<file path="config.mk">
export PLATFORM = sky130hd
export DESIGN_NAME = multicycle_control
export DESIGN_NICKNAME = d
export VERILOG_FILES = /design/src/rtl/cpu_pkg.sv /design/src/rtl/alu_decoder.sv /design/src/rtl/multicycle_control.sv
export SDC_FILE = /design/constraint.sdc
export NUM_CORES = 1
export LEC_CHECK = 0
export ABC_AREA = 1
export ABC_CLOCK_PERIOD_IN_PS = 1500
export CORE_ASPECT_RATIO = 1.5
export CORE_UTILIZATION = 30
export DETAILED_ROUTE_END_ITERATION = 12
export MAX_ROUTING_LAYER = met4
export SLEW_MARGIN = 20
export SYNTH_ARGS = -nofsm -noshare
export SYNTH_HDL_FRONTEND = slang
export SYNTH_SLANG_ARGS = --single-unit
</file>
<file path="constraint.sdc">
create_clock -name clk -period 1.5 [get_ports clk]
set_clock_uncertainty 0.05 [all_clocks]
set_input_delay 0.3 -clock clk [delete_from_list [all_inputs] [get_ports clk]]
set_output_delay 0.3 -clock clk [all_outputs]
set_load 0.01 [all_outputs]
</file>
<file path="src/rtl/cpu_pkg.sv">
// Shared encodings for the multicycle RV32I control unit: FSM states, ALU
// operation codes, opcodes, datapath mux selects and the per-state control word.
package cpu_pkg;

  typedef enum logic [3:0] {
    S_FETCH    = 4'd0,
    S_DECODE   = 4'd1,
    S_MEMADR   = 4'd2,
    S_MEMREAD  = 4'd3,
    S_MEMWRITE = 4'd4,
    S_MEMWB    = 4'd5,
    S_EXECUTER = 4'd6,
    S_EXECUTEI = 4'd7,
    S_ALUWB    = 4'd8,
    S_BEQ      = 4'd9,
    S_JAL      = 4'd10,
    S_TRAP     = 4'd11
  } state_t;

  localparam logic [2:0] ALU_ADD = 3'b000;
  localparam logic [2:0] ALU_SUB = 3'b001;
  localparam logic [2:0] ALU_AND = 3'b010;
  localparam logic [2:0] ALU_OR  = 3'b011;
  localparam logic [2:0] ALU_XOR = 3'b100;
  localparam logic [2:0] ALU_SLT = 3'b101;

  localparam logic [1:0] ALUOP_ADD   = 2'b00;
  localparam logic [1:0] ALUOP_SUB   = 2'b01;
  localparam logic [1:0] ALUOP_FUNCT = 2'b10;

  localparam logic [6:0] OP_LW     = 7'b0000011;
  localparam logic [6:0] OP_SW     = 7'b0100011;
  localparam logic [6:0] OP_RTYPE  = 7'b0110011;
  localparam logic [6:0] OP_ITYPE  = 7'b0010011;
  localparam logic [6:0] OP_BRANCH = 7'b1100011;
  localparam logic [6:0] OP_JAL    = 7'b1101111;

  localparam logic [1:0] SRCA_PC    = 2'b00;
  localparam logic [1:0] SRCA_OLDPC = 2'b01;
  localparam logic [1:0] SRCA_RD1   = 2'b10;

  localparam logic [1:0] SRCB_RD2  = 2'b00;
  localparam logic [1:0] SRCB_IMM  = 2'b01;
  localparam logic [1:0] SRCB_FOUR = 2'b10;

  localparam logic [1:0] RES_ALUOUT    = 2'b00;
  localparam logic [1:0] RES_DATA      = 2'b01;
  localparam logic [1:0] RES_ALURESULT = 2'b10;

  localparam logic [1:0] IMM_I = 2'b00;
  localparam logic [1:0] IMM_S = 2'b01;
  localparam logic [1:0] IMM_B = 2'b10;
  localparam logic [1:0] IMM_J = 2'b11;

  // fetch marks the state whose PC/IR enables are qualified by MemReady.
  typedef struct packed {
    logic       adr_src;
    logic       mem_write;
    logic       reg_write;
    logic [1:0] result_src;
    logic [1:0] alu_src_a;
    logic [1:0] alu_src_b;
    logic [1:0] alu_op;
    logic       fetch;
    logic       pc_update;
    logic       branch;
    logic       illegal;
  } ctrl_t;

  function automatic ctrl_t ctrl_for(input state_t s);
    ctrl_t c;
    c = '0;
    case (s)
      S_FETCH: begin
        c.alu_src_b  = SRCB_FOUR;
        c.result_src = RES_ALURESULT;
        c.fetch      = 1'b1;
      end
      S_DECODE: begin
        c.alu_src_a = SRCA_OLDPC;
        c.alu_src_b = SRCB_IMM;
      end
      S_MEMADR: begin
        c.alu_src_a = SRCA_RD1;
        c.alu_src_b = SRCB_IMM;
      end
      S_MEMREAD: c.adr_src = 1'b1;
      S_MEMWRITE: begin
        c.adr_src   = 1'b1;
        c.mem_write = 1'b1;
      end
      S_MEMWB: begin
        c.result_src = RES_DATA;
        c.reg_write  = 1'b1;
      end
      S_EXECUTER: begin
        c.alu_src_a = SRCA_RD1;
        c.alu_op    = ALUOP_FUNCT;
      end
      S_EXECUTEI: begin
        c.alu_src_a = SRCA_RD1;
        c.alu_src_b = SRCB_IMM;
        c.alu_op    = ALUOP_FUNCT;
      end
      S_ALUWB: c.reg_write = 1'b1;
      S_BEQ: begin
        c.alu_src_a = SRCA_RD1;
        c.alu_op    = ALUOP_SUB;
        c.branch    = 1'b1;
      end
      S_JAL: begin
        c.alu_src_a = SRCA_OLDPC;
        c.alu_src_b = SRCB_FOUR;
        c.pc_update = 1'b1;
      end
      S_TRAP: c.illegal = 1'b1;
      default: ;
    endcase
    return c;
  endfunction

endpackage

</file>
<file path="src/rtl/alu_decoder.sv">
// Combinational ALUOp/funct decode producing the ALUControl code consumed by alu.
module alu_decoder
  import cpu_pkg::*;
(
  input  logic [1:0] alu_op_i,
  input  logic [2:0] funct3_i,
  input  logic       op5_i,
  input  logic       funct7b5_i,
  output logic [2:0] alu_control_o
);

  always_comb begin
    alu_control_o = ALU_ADD;
    case (alu_op_i)
      ALUOP_SUB: alu_control_o = ALU_SUB;
      ALUOP_FUNCT: begin
        case (funct3_i)
          // op5 separates R-type sub from addi, whose imm may set bit 30.
          3'b000:  alu_control_o = (op5_i && funct7b5_i) ? ALU_SUB : ALU_ADD;
          3'b010:  alu_control_o = ALU_SLT;
          3'b100:  alu_control_o = ALU_XOR;
          3'b110:  alu_control_o = ALU_OR;
          3'b111:  alu_control_o = ALU_AND;
          default: alu_control_o = ALU_ADD;
        endcase
      end
      default: alu_control_o = ALU_ADD;
    endcase
  end

endmodule

</file>
<file path="src/rtl/multicycle_control.sv">
// Moore sequencer for the multicycle RV32I datapath: state register, next-state
// logic, registered per-state control word and the ImmSrc decode.
module multicycle_control
  import cpu_pkg::*;
(
  input  logic       clk,
  input  logic       rst_n,
  input  logic [6:0] op,
  input  logic [2:0] funct3,
  input  logic       funct7b5,
  input  logic       zero,
  input  logic       MemReady,
  output logic       PCWrite,
  output logic       AdrSrc,
  output logic       MemWrite,
  output logic       IRWrite,
  output logic       RegWrite,
  output logic [1:0] ResultSrc,
  output logic [1:0] ALUSrcA,
  output logic [1:0] ALUSrcB,
  output logic [1:0] ImmSrc,
  output logic [2:0] ALUControl,
  output logic       Illegal,
  output logic [3:0] dbg_state_o
);

  state_t state_q, state_d;
  ctrl_t  ctrl_q;

  // MemReady acts as the memory's ready: a FETCH, MEMREAD or MEMWRITE access
  // completes (and the state advances) only on a cycle where it is high.
  always_comb begin
    state_d = state_q;
    case (state_q)
      S_FETCH: if (MemReady) state_d = S_DECODE;
      S_DECODE: begin
        case (op)
          OP_LW, OP_SW: state_d = S_MEMADR;
          OP_RTYPE:     state_d = S_EXECUTER;
          OP_ITYPE:     state_d = S_EXECUTEI;
          OP_BRANCH:    state_d = (funct3 == 3'b000) ? S_BEQ : S_TRAP;
          OP_JAL:       state_d = S_JAL;
          default:      state_d = S_TRAP;
        endcase
      end
      S_MEMADR:   state_d = (op == OP_SW) ? S_MEMWRITE : S_MEMREAD;
      S_MEMREAD:  if (MemReady) state_d = S_MEMWB;
      S_MEMWRITE: if (MemReady) state_d = S_FETCH;
      S_MEMWB:    state_d = S_FETCH;
      S_EXECUTER: state_d = S_ALUWB;
      S_EXECUTEI: state_d = S_ALUWB;
      S_ALUWB:    state_d = S_FETCH;
      S_BEQ:      state_d = S_FETCH;
      S_JAL:      state_d = S_ALUWB;
      S_TRAP:     state_d = S_TRAP;
      default:    state_d = S_TRAP;
    endcase
  end

  // The control word is registered alongside the state it belongs to.
  always_ff @(posedge clk) begin
    if (!rst_n) begin
      state_q <= S_FETCH;
      ctrl_q  <= ctrl_for(S_FETCH);
    end else begin
      state_q <= state_d;
      ctrl_q  <= ctrl_for(state_d);
    end
  end

  alu_decoder u_alu_decoder (
    .alu_op_i      (ctrl_q.alu_op),
    .funct3_i      (funct3),
    .op5_i         (op[5]),
    .funct7b5_i    (funct7b5),
    .alu_control_o (ALUControl)
  );

  always_comb begin
    case (op)
      OP_LW, OP_ITYPE: ImmSrc = IMM_I;
      OP_SW:           ImmSrc = IMM_S;
      OP_BRANCH:       ImmSrc = IMM_B;
      OP_JAL:          ImmSrc = IMM_J;
      default:         ImmSrc = IMM_I;
    endcase
  end

  // Write enables are masked while reset is held so an abandoned instruction
  // never commits on the reset edge.
  assign PCWrite   = rst_n & ((ctrl_q.fetch & MemReady) | ctrl_q.pc_update
                              | (ctrl_q.branch & zero));
  assign IRWrite   = rst_n & ctrl_q.fetch & MemReady;
  assign MemWrite  = rst_n & ctrl_q.mem_write;
  assign RegWrite  = rst_n & ctrl_q.reg_write;
  assign AdrSrc    = ctrl_q.adr_src;
  assign ResultSrc = ctrl_q.result_src;
  assign ALUSrcA   = ctrl_q.alu_src_a;
  assign ALUSrcB   = ctrl_q.alu_src_b;
  assign Illegal   = ctrl_q.illegal;
  assign dbg_state_o = state_q;

endmodule

</file>
==> flow_metrics.env, run 1 <==
export IMPL_detail_route_wirelength_um=2980
export IMPL_mappedNetlistArea_mm2=0.00106
export IMPL_tritoncts="built"
export IMPL_port_buffers=35
export IMPL_failed_checks="negative setup slack"
export IMPL_cell_at_the_slowest_stage_of_the_critical_path="sky130_fd_sc_hd__dfxtp_2"
export IMPL_fp_dieArea_mm2=0.00377
export IMPL_antenna_left=0
export IMPL_final_cell_mix="sky130_fd_sc_hd__nand2_1, sky130_fd_sc_hd__buf_4, sky130_fd_sc_hd__inv_1"
export IMPL_area_growth_pct=68.2
export IMPL_cpPeakStageDelay_ps=330
export IMPL_ctsRootBufferMaster="sky130_fd_sc_hd__clkbuf_8"
export IMPL_netSwitchingFraction=0.424
export IMPL_dp_hpwl_um=2120
export IMPL_worstSetupEndpointType="primary output"
export IMPL_placement_cell_area_mm2=0.00154
export IMPL_synth_enable_flop_cells=0
export IMPL_post_place_cells=244
export IMPL_maxSlewHeadroom=0.823
export IMPL_min_path_type="input port to flop"
export IMPL_outcome="finished, violations left"
export IMPL_p_comb_frac=0.598
export IMPL_drt_initial_drc_count=25
export IMPL_postSynth_asyncResetShare=0
export IMPL_core_area_mm2=0.00338
export IMPL_rows=26
export IMPL_critPathArrivalTime_ps=1180
export IMPL_holdPathStages=3
export IMPL_power_share_clock=0.141
export IMPL_ordered_cell_list_for_the_critical_path="buf_4 -> ha_1 -> a21oi_2 -> nor2_1 -> buf_2"
export IMPL_max_cap_violations=0
export IMPL_period_needed_ps=1530
export IMPL_grt_overflow=0
export IMPL_die_h_um=74.8
export IMPL_power_per_cell_area_mw_per_mm2=1520
export IMPL_final_nets=229
export IMPL_via_count=1136
export IMPL_syn_mean_instance_area_um2=6.74
export IMPL_worst_ir_drop_vdd_mv=1.08
export IMPL_timing_hold_worst_endpoint="ResultSrc[1]$_SDFF_PN1_"
export IMPL_detailedPlace_worstSlack_ps=-843
export IMPL_yosys_register_bits=18
export IMPL_proportion_of_synthesized_chip_area_in_sequential_cells=0.340
export IMPL_critical_path_source="ctrl_q[1]$_SDFF_PN0_"
export IMPL_post_synth_top_area_fraction=0.340
export IMPL_cts_made_buffers=3
export IMPL_clk_insertion_delay_late_ps=250
export IMPL_postSynth_topFlopCell="sky130_fd_sc_hd__dfxtp_1"
export IMPL_first_pass_grt_wire_length_um=4850
export IMPL_net_count_after_synthesis=174
export IMPL_grt_max_degree=11
export IMPL_grt_pass1_vias=1187
export IMPL_synthDominantAreaCellType="sky130_fd_sc_hd__dfxtp_1"
export IMPL_num_io_pins=36
export IMPL_cts_htree_levels=1
export IMPL_maximum_clock_rate_ghz=0.654
export IMPL_worstPathRequired_ps=1150
export IMPL_timing_critical_path_from_type="flop"
export IMPL_routabilityCongestion=0.866
export IMPL_die_w_um=50.5
export IMPL_reg2reg_from="dbg_state_o[3]$_SDFF_PN0_"
export IMPL_worstPathMaxFanout=2
export IMPL_setup_worst_path_class="flop to primary output"
export IMPL_nFillCells=336
export IMPL_unrepaired_setup_endpoints_after_global_routing="yes"
export IMPL_p_seq_frac=0.260
export IMPL_final_hold_viol_count=0
export IMPL_synth_yosys_warnings=0
export IMPL_insertedDiodeCount=0
export IMPL_fin_crit_sh=1.02
export IMPL_timing_max_transition_violations_final=0
export IMPL_grt_antenna_before_repair=0
export IMPL_layout_commonest_cell="sky130_fd_sc_hd__nand2_1"
export IMPL_netlist_instances=157
export IMPL_hp_start="rst_n"
export IMPL_area_sequential_um2=368
export IMPL_crit_reg2reg_capture="ALUSrcB[0]$_SDFF_PN0_"
export IMPL_finalSetupViolCount=5
export IMPL_ff2ff_path_depth=7
export IMPL_p_int_mw=1.56
export IMPL_stdcell_area_mm2=0.00178
export IMPL_fin_ws_ps=-29.2
export IMPL_clk_pin_slew_ps=60
export IMPL_cts_sinks=18
export IMPL_drt_pre_antenna_iters=4
export IMPL_wl_per_cell_um=11.8
export IMPL_multi_input_area_um2=712
export IMPL_timing_hold_ws_ps=543
export IMPL_gr_usage_all_layers=0.174
export IMPL_initial_utilization=0.313
export IMPL_route_detailed_vias_per_inst=4.49
export IMPL_post_synth_num_cell_types=22
export IMPL_total_switching_power_mw=1.15
export IMPL_ctsHoldBuffers=0
export IMPL_layout_cells_non_filler=253
export IMPL_largest_cells_by_area_after_synthesis="sky130_fd_sc_hd__dfxtp_1, sky130_fd_sc_hd__nand2_1, sky130_fd_sc_hd__inv_1"
export IMPL_fraction_of_final_layout_cells_with_drive_strength_greater_than_1=0.488
export IMPL_clockBufferDepth=2
export IMPL_drc_errors=0
export IMPL_regToRegSetupSlack_ps=20
export IMPL_power_leakage_nw=0.911
export IMPL_worst_slew_pin_transition_ps=264
[kinds of logic (layout without fill, tap and decap cells)]
| group | count (synthesis) | after routing | share of synthesized area |
|---|---|---|---|
| flops | 18 | 18 | 0.340 |
| simple gates | 90 | 90 | 0.429 |
| fa+ha+maj | 2 | 2 | 0.0236 |
| buf+inv | 37 | 91 | 0.156 |
| compound gates | 10 | 10 | 0.0508 |
[synth_stat cells (2+ instances only)]
cell type                  n
sky130_fd_sc_hd__nor2_1   17
sky130_fd_sc_hd__inv_2     7
sky130_fd_sc_hd__dfxtp_1  18
sky130_fd_sc_hd__ha_1      2
sky130_fd_sc_hd__nand2_1  39
sky130_fd_sc_hd__nand3_1  14
sky130_fd_sc_hd__nor2_2    6
sky130_fd_sc_hd__o21ai_1   4
sky130_fd_sc_hd__nor2_4    6
sky130_fd_sc_hd__inv_1    22
sky130_fd_sc_hd__a21oi_1   3
sky130_fd_sc_hd__o21ai_0   2
sky130_fd_sc_hd__nand2_2   3
sky130_fd_sc_hd__buf_4     6
[critical path, delay by kind of cell, from the launching register on]
kind | cells | cell delay, ps
flip-flops | 1 | 330
AND/OR/NAND/NOR | 1 | 40
adder cells (fa/ha/maj) | 1 | 190
buffers and inverters | 2 | 260
AO/OA/AOI/OAI | 1 | 100
[state kept, by name (all words and copies together), names as in the netlist]
| name | count |
|---|---|
| ctrl_q | 6 |
| ALUSrcB | 2 |
| AdrSrc | 1 |
| ALUSrcA | 2 |
| dbg_state_o | 4 |
| ResultSrc | 2 |
| Illegal | 1 |
[final cells by class]
cell class | instances | share of cell area
timing repair buffer | 57 | 0.267
inverter | 30 | 0.0661
sequential | 18 | 0.207
multi-input combinational | 102 | 0.400
clock buffer | 4 | 0.0309
tap | 42 | 0.0295
[layer usage]
layer | track usage | vias up | routed length, um
li1 | - | 578 | -
met1 | 0.156 | 526 | 1090
met2 | 0.356 | 25 | 1720
met3 | 0.0182 | 7 | 101
met4 | 0.0772 | 0 | 63
met5 | - | - | 0
[per-stage QoR]
step	setup TNS [ps]	util	total power [mW]
3_5_place_dp	-12060	0.455	2.00
6_report	-73.4	0.526	2.71
2_1_floorplan	0	-	1.59
5_1_grt	-1060	0.526	2.91
4_1_cts	-153	0.508	2.57
3_3_place_gp	-12090	0.455	1.97
[worst max-delay path by stage]
stage	end	slack (ps)	cells past startpoint
after floorplan	ALUControl[2]	40	3
after global placement	ALUControl[0]	-780	8
after detailed placement	ALUControl[0]	-840	8
after CTS	ALUControl[0]	-80	8
after global routing	ALUSrcB[0]$_SDFF_PN0_	-120	10
final	ALUControl[0]	-30	5
[timing repair]
| action | in CTS | in global routing |
|---|---|---|
| pin swaps | 21 | 11 |
| setup endpoints to repair | 28 | 20 |
| setup buffers | 4 | 1 |
| gates resized for setup | 95 | 22 |
[power groups by stage]
stage | Clock, mW | Sequential, mW | Combinational [mW]
floorplan | 0 | 0.709 | 0.884
global placement | 0 | 0.700 | 1.27
detailed placement | 0 | 0.705 | 1.29
CTS | 0.389 | 0.704 | 1.48
global route | 0.406 | 0.723 | 1.78
finish | 0.384 | 0.706 | 1.62
No activity file was read; power rests on OpenSTA's default activity.
==> run 2, diff against run 1 <==
- SETUP_SLACK_MARGIN: not set -> 0.3
==> flow_metrics.env, run 2 (synthesis results as in run 1) <==
export IMPL_worstPathMaxFanout=2
export IMPL_fp_dieArea_mm2=0.00377
export IMPL_final_nets=237
export IMPL_initial_utilization=0.313
export IMPL_timing_max_transition_violations_final=0
export IMPL_ctsHoldBuffers=0
export IMPL_grt_overflow=0
export IMPL_route_detailed_vias_per_inst=4.60
export IMPL_maxSlewHeadroom=0.886
export IMPL_wl_per_cell_um=11.6
export IMPL_crit_reg2reg_capture="ALUSrcA[0]$_SDFF_PN0_"
export IMPL_insertedDiodeCount=0
export IMPL_outcome="finished, violations left"
export IMPL_worstSetupEndpointType="primary output"
export IMPL_grt_pass1_vias=1258
export IMPL_min_path_type="input port to flop"
export IMPL_cell_at_the_slowest_stage_of_the_critical_path="sky130_fd_sc_hd__dfxtp_2"
export IMPL_layout_commonest_cell="sky130_fd_sc_hd__buf_4"
export IMPL_cts_made_buffers=3
export IMPL_core_area_mm2=0.00338
export IMPL_largest_reg_flops=6
export IMPL_timing_critical_path_from_type="flop"
export IMPL_die_w_um=50.5
export IMPL_antenna_left=0
export IMPL_clk_insertion_delay_late_ps=260
export IMPL_critPathArrivalTime_ps=1240
export IMPL_first_pass_grt_wire_length_um=5060
export IMPL_timing_hold_ws_ps=501
export IMPL_via_count=1200
export IMPL_gr_usage_all_layers=0.184
export IMPL_drt_pre_antenna_iters=4
export IMPL_rows=26
export IMPL_cpPeakStageDelay_ps=330
export IMPL_clk_pin_slew_ps=70
export IMPL_power_per_cell_area_mw_per_mm2=1540
export IMPL_clockBufferDepth=2
export IMPL_max_cap_violations=0
export IMPL_finalSetupViolCount=13
export IMPL_final_cell_mix="sky130_fd_sc_hd__buf_4, sky130_fd_sc_hd__nand2_1, sky130_fd_sc_hd__nand2_2, sky130_fd_sc_hd__buf_2"
export IMPL_detail_route_wirelength_um=3030
export IMPL_cts_htree_levels=1
export IMPL_period_needed_ps=1590
export IMPL_unrepaired_setup_endpoints_after_global_routing="yes"
export IMPL_reg2reg_from="dbg_state_o[2]$_SDFF_PN0_"
export IMPL_fraction_of_final_layout_cells_with_drive_strength_greater_than_1=0.658
export IMPL_worst_slew_pin_transition_ps=170
export IMPL_cts_sinks=18
export IMPL_ctsRootBufferMaster="sky130_fd_sc_hd__clkbuf_8"
export IMPL_critical_path_source="ctrl_q[1]$_SDFF_PN0_"
export IMPL_regToRegSetupSlack_ps=-70
export IMPL_hp_start="rst_n"
export IMPL_ff2ff_path_depth=10
export IMPL_final_hold_viol_count=0
export IMPL_tritoncts="built"
export IMPL_grt_antenna_before_repair=0
export IMPL_critical_path_sink="ALUControl[2]"
export IMPL_ordered_cell_list_for_the_critical_path="inv_2 -> ha_4 -> nor4_4 -> buf_2"
export IMPL_fin_ws_ps=-85.3
export IMPL_power_leakage_nw=0.966
export IMPL_setup_worst_path_class="flop to primary output"
export IMPL_worst_ir_drop_vdd_mv=1.13
export IMPL_port_buffers=35
export IMPL_fin_crit_sh=1.06
export IMPL_num_io_pins=36
export IMPL_drt_initial_drc_count=11
export IMPL_grt_max_degree=11
export IMPL_drc_errors=0
export IMPL_routabilityCongestion=0.885
export IMPL_failed_checks="negative setup slack"
export IMPL_post_route_total_power_mw=3.00
export IMPL_tns_ps=-489
export IMPL_worstPathRequired_ps=1150
export IMPL_die_h_um=74.8
export IMPL_area_growth_pct=84.4
export IMPL_dp_hpwl_um=2120
export IMPL_maximum_clock_rate_ghz=0.631
export IMPL_biggest_register="ctrl_q"
## run 2: stage by stage
| stage | util | instances | worst slack (ps) | area, um^2 |
|---|---|---|---|---|
| after floorplan | - | 157 | 154 | 1110 |
| after global placement | 0.478 | 248 | -775 | 1620 |
| after detailed placement | 0.478 | 248 | -823 | 1620 |
| after CTS | 0.555 | 259 | -93.5 | 1880 |
| after global routing | 0.577 | 261 | -159 | 1950 |
| final | 0.577 | 261 | -85.3 | 1950 |
## run 2: timing repair
action	CTS	global route
setup buffers	7	2
endpoints found under the setup margin	39	29
pin swaps	39	17
resized for setup	175	23
## run 2: worst min path at each step
stage	slack, ps	endpoint	cells after the start
6_report	500	ctrl_q[3]$_SDFF_PN1_	3
5_1_grt	530	ResultSrc[1]$_SDFF_PN1_	3
4_1_cts	490	ctrl_q[3]$_SDFF_PN1_	3
3_5_place_dp	690	ctrl_q[12]$_SDFF_PN0_	4
3_3_place_gp	690	ResultSrc[0]$_SDFF_PN0_	4
2_1_floorplan	370	dbg_state_o[2]$_SDFF_PN0_	2
## run 2: per-layer routing
layer,track usage,routed length [um],up-vias
met5,-,0,-
met4,0.145,126,0
met3,0.0222,133,9
met2,0.347,1720,30
met1,0.163,1050,561
li1,-,-,600
## run 2: final cells by class
class / count / area [um^2]
Timing Repair Buffer: 65 / 531
Clock buffer: 4 / 55.1
Sequential cell: 18 / 378
Inverter: 30 / 125
Multi-Input combinational cell: 102 / 811
Tap cell: 42 / 52.6
Fill cell: 317 / 1430
## run 2: critical path: cells and delay by family (launching register included)
kind / cells / cell delay [ps]
flip-flops: 1 / 330
AND/OR/NAND/NOR: 1 / 230
buffers and inverters: 2 / 210
adder cells (fa/ha/maj): 1 / 210
## run 2: power breakdown
| part | internal [mW] | leakage (nW) | switching (mW) | total, mW |
|---|---|---|---|---|
| Sequential | 0.630 | 0.151 | 0.0855 | 0.716 |
| Combinational | 0.854 | 0.786 | 1.04 | 1.89 |
| Clock | 0.234 | 0.0288 | 0.163 | 0.396 |
==> run 3, diff against run 2 <==
- SETUP_SLACK_MARGIN: 0.3 -> 0.5
==> flow_metrics.env, run 3 (synthesis results as in run 1) <==
export IMPL_crit_reg2reg_capture="ALUSrcA[1]$_SDFF_PN0_"
export IMPL_regToRegSetupSlack_ps=-60
export IMPL_drc_errors=0
export IMPL_layout_commonest_cell="sky130_fd_sc_hd__buf_6"
export IMPL_first_pass_grt_wire_length_um=4710
export IMPL_detailedPlace_worstSlack_ps=-777
export IMPL_initial_utilization=0.313
export IMPL_outcome="finished, violations left"
export IMPL_p_int_mw=1.72
export IMPL_core_area_mm2=0.00338
export IMPL_clockBufferDepth=2
export IMPL_period_needed_ps=1600
export IMPL_detail_route_wirelength_um=2990
export IMPL_biggest_register="ctrl_q"
export IMPL_total_switching_power_mw=1.28
export IMPL_hp_start="rst_n"
export IMPL_gr_util_met1=0.155
export IMPL_ff2ff_path_depth=11
export IMPL_stdcell_area_mm2=0.00198
export IMPL_grt_util_met3=0.0162
export IMPL_timing_critical_path_from_type="flop"
export IMPL_dp_hpwl_um=2240
export IMPL_setup_worst_path_class="flop to primary output"
export IMPL_die_w_um=50.5
export IMPL_fp_dieArea_mm2=0.00377
export IMPL_area_growth_pct=86.6
export IMPL_worst_ir_drop_vdd_mv=1.27
export IMPL_grt_overflow=0
export IMPL_maxSlewHeadroom=0.850
export IMPL_worstSetupEndpointType="primary output"
export IMPL_power_per_cell_area_mw_per_mm2=1520
export IMPL_fin_ws_ps=-99.9
export IMPL_fraction_of_final_layout_cells_with_drive_strength_greater_than_1=0.733
export IMPL_largest_reg_flops=6
export IMPL_met2_usage=0.323
export IMPL_tritoncts="built"
export IMPL_grt_antenna_before_repair=0
export IMPL_via_count=1195
export IMPL_rows=26
export IMPL_holdPathStages=4
export IMPL_insertedDiodeCount=0
export IMPL_max_cap_violations=0
export IMPL_reg2reg_from="dbg_state_o[0]$_SDFF_PN0_"
export IMPL_final_nets=239
export IMPL_placement_cell_area_mm2=0.00172
export IMPL_route_detailed_vias_per_inst=4.54
export IMPL_post_place_cells=250
export IMPL_drt_initial_drc_count=13
export IMPL_grt_max_degree=11
export IMPL_port_buffers=35
export IMPL_gr_usage_all_layers=0.167
export IMPL_worstPathMaxFanout=2
export IMPL_clk_insertion_delay_late_ps=250
export IMPL_maximum_clock_rate_ghz=0.625
export IMPL_finalSetupViolCount=7
export IMPL_grt_busiest_layer="met2"
export IMPL_unrepaired_setup_endpoints_after_global_routing="yes"
export IMPL_cts_sinks=18
export IMPL_min_path_type="input port to flop"
export IMPL_power_share_clock=0.114
export IMPL_failed_checks="negative setup slack"
export IMPL_p_seq_frac=0.248
export IMPL_timing_max_transition_violations_final=0
export IMPL_cts_made_buffers=3
export IMPL_routabilityCongestion=0.836
export IMPL_critPathArrivalTime_ps=1250
export IMPL_cts_htree_levels=1
export IMPL_worstPathRequired_ps=1150
export IMPL_final_cell_mix="sky130_fd_sc_hd__buf_6, sky130_fd_sc_hd__nand2_2, sky130_fd_sc_hd__buf_4"
export IMPL_p_comb_frac=0.638
export IMPL_netSwitchingFraction=0.427
export IMPL_timing_hold_ws_ps=370
export IMPL_wl_per_cell_um=11.4
export IMPL_die_h_um=74.8
export IMPL_grt_pass1_vias=1213
export IMPL_final_hold_viol_count=0
export IMPL_antenna_left=0
export IMPL_timing_hold_worst_endpoint="ResultSrc[0]$_SDFF_PN0_"
export IMPL_ctsRootBufferMaster="sky130_fd_sc_hd__clkbuf_8"
export IMPL_power_leakage_nw=0.984
export IMPL_worst_slew_pin_transition_ps=225
export IMPL_num_io_pins=36
export IMPL_drt_pre_antenna_iters=4
export IMPL_fin_crit_sh=1.07
export IMPL_clk_pin_slew_ps=70
export IMPL_layout_cells_non_filler=263
-- run 3: power groups by stage --
stage / clock network [mW] / logic [mW] / registers, mW
6_report: 0.342 / 1.91 / 0.742
5_1_grt: 0.369 / 2.05 / 0.758
4_1_cts: 0.351 / 1.77 / 0.728
3_5_place_dp: 0 / 1.46 / 0.712
3_3_place_gp: 0 / 1.43 / 0.707
2_1_floorplan: 0 / 1.00 / 0.718
-- run 3: critical path, stage by stage, from the launching register on --
cell and delay [ps]:
sky130_fd_sc_hd__dfxtp_2 340, sky130_fd_sc_hd__inv_2 40, sky130_fd_sc_hd__ha_4 220, sky130_fd_sc_hd__nor4_4 240, sky130_fd_sc_hd__buf_2 170
-- run 3: worst max path at each step --
stage / from / to / cells after the start
finish: ctrl_q[1]$_SDFF_PN0_ / ALUControl[2] / 4
global route: ctrl_q[1]$_SDFF_PN0_ / ALUControl[2] / 4
CTS: ctrl_q[1]$_SDFF_PN0_ / ALUControl[2] / 4
detailed placement: funct3[1] / ALUControl[0] / 8
global placement: funct3[1] / ALUControl[0] / 8
floorplan: funct3[1] / ALUControl[0] / 6
-- run 3: through the flow --
step           power (mW)  TNS [ps]   util
2_1_floorplan        1.72         0      -
3_3_place_gp         2.14    -12560  0.508
3_5_place_dp         2.17    -13140  0.508
4_1_cts              2.85      -154  0.560
5_1_grt              3.18     -1040  0.584
6_report             3.00      -212  0.584
-- run 3: timing repair --
item,4_1_cts,5_1_grt
setup endpoints to repair,39,39
hold buffers,0,0
buffers inserted,6,3
gates resized for setup,184,27
pin swaps,32,14
-- run 3: cell type report --
| class | count | area [um^2] |
|---|---|---|
| fill | 331 | 1410 |
| multi-input combinational | 102 | 782 |
| timing repair buffer | 67 | 566 |
| sequential | 18 | 383 |
| inverter | 30 | 148 |
| tap | 42 | 52.6 |
| clock buffer | 4 | 45.0 |
-- run 3: routing by layer --
layer	part of all wire	routed length (um)	vias up
met1	0.35	1040	551
li1	-	-	601
met2	0.58	1730	30
met4	0.036	108	0
met3	0.039	117	13
met5	0	0	-
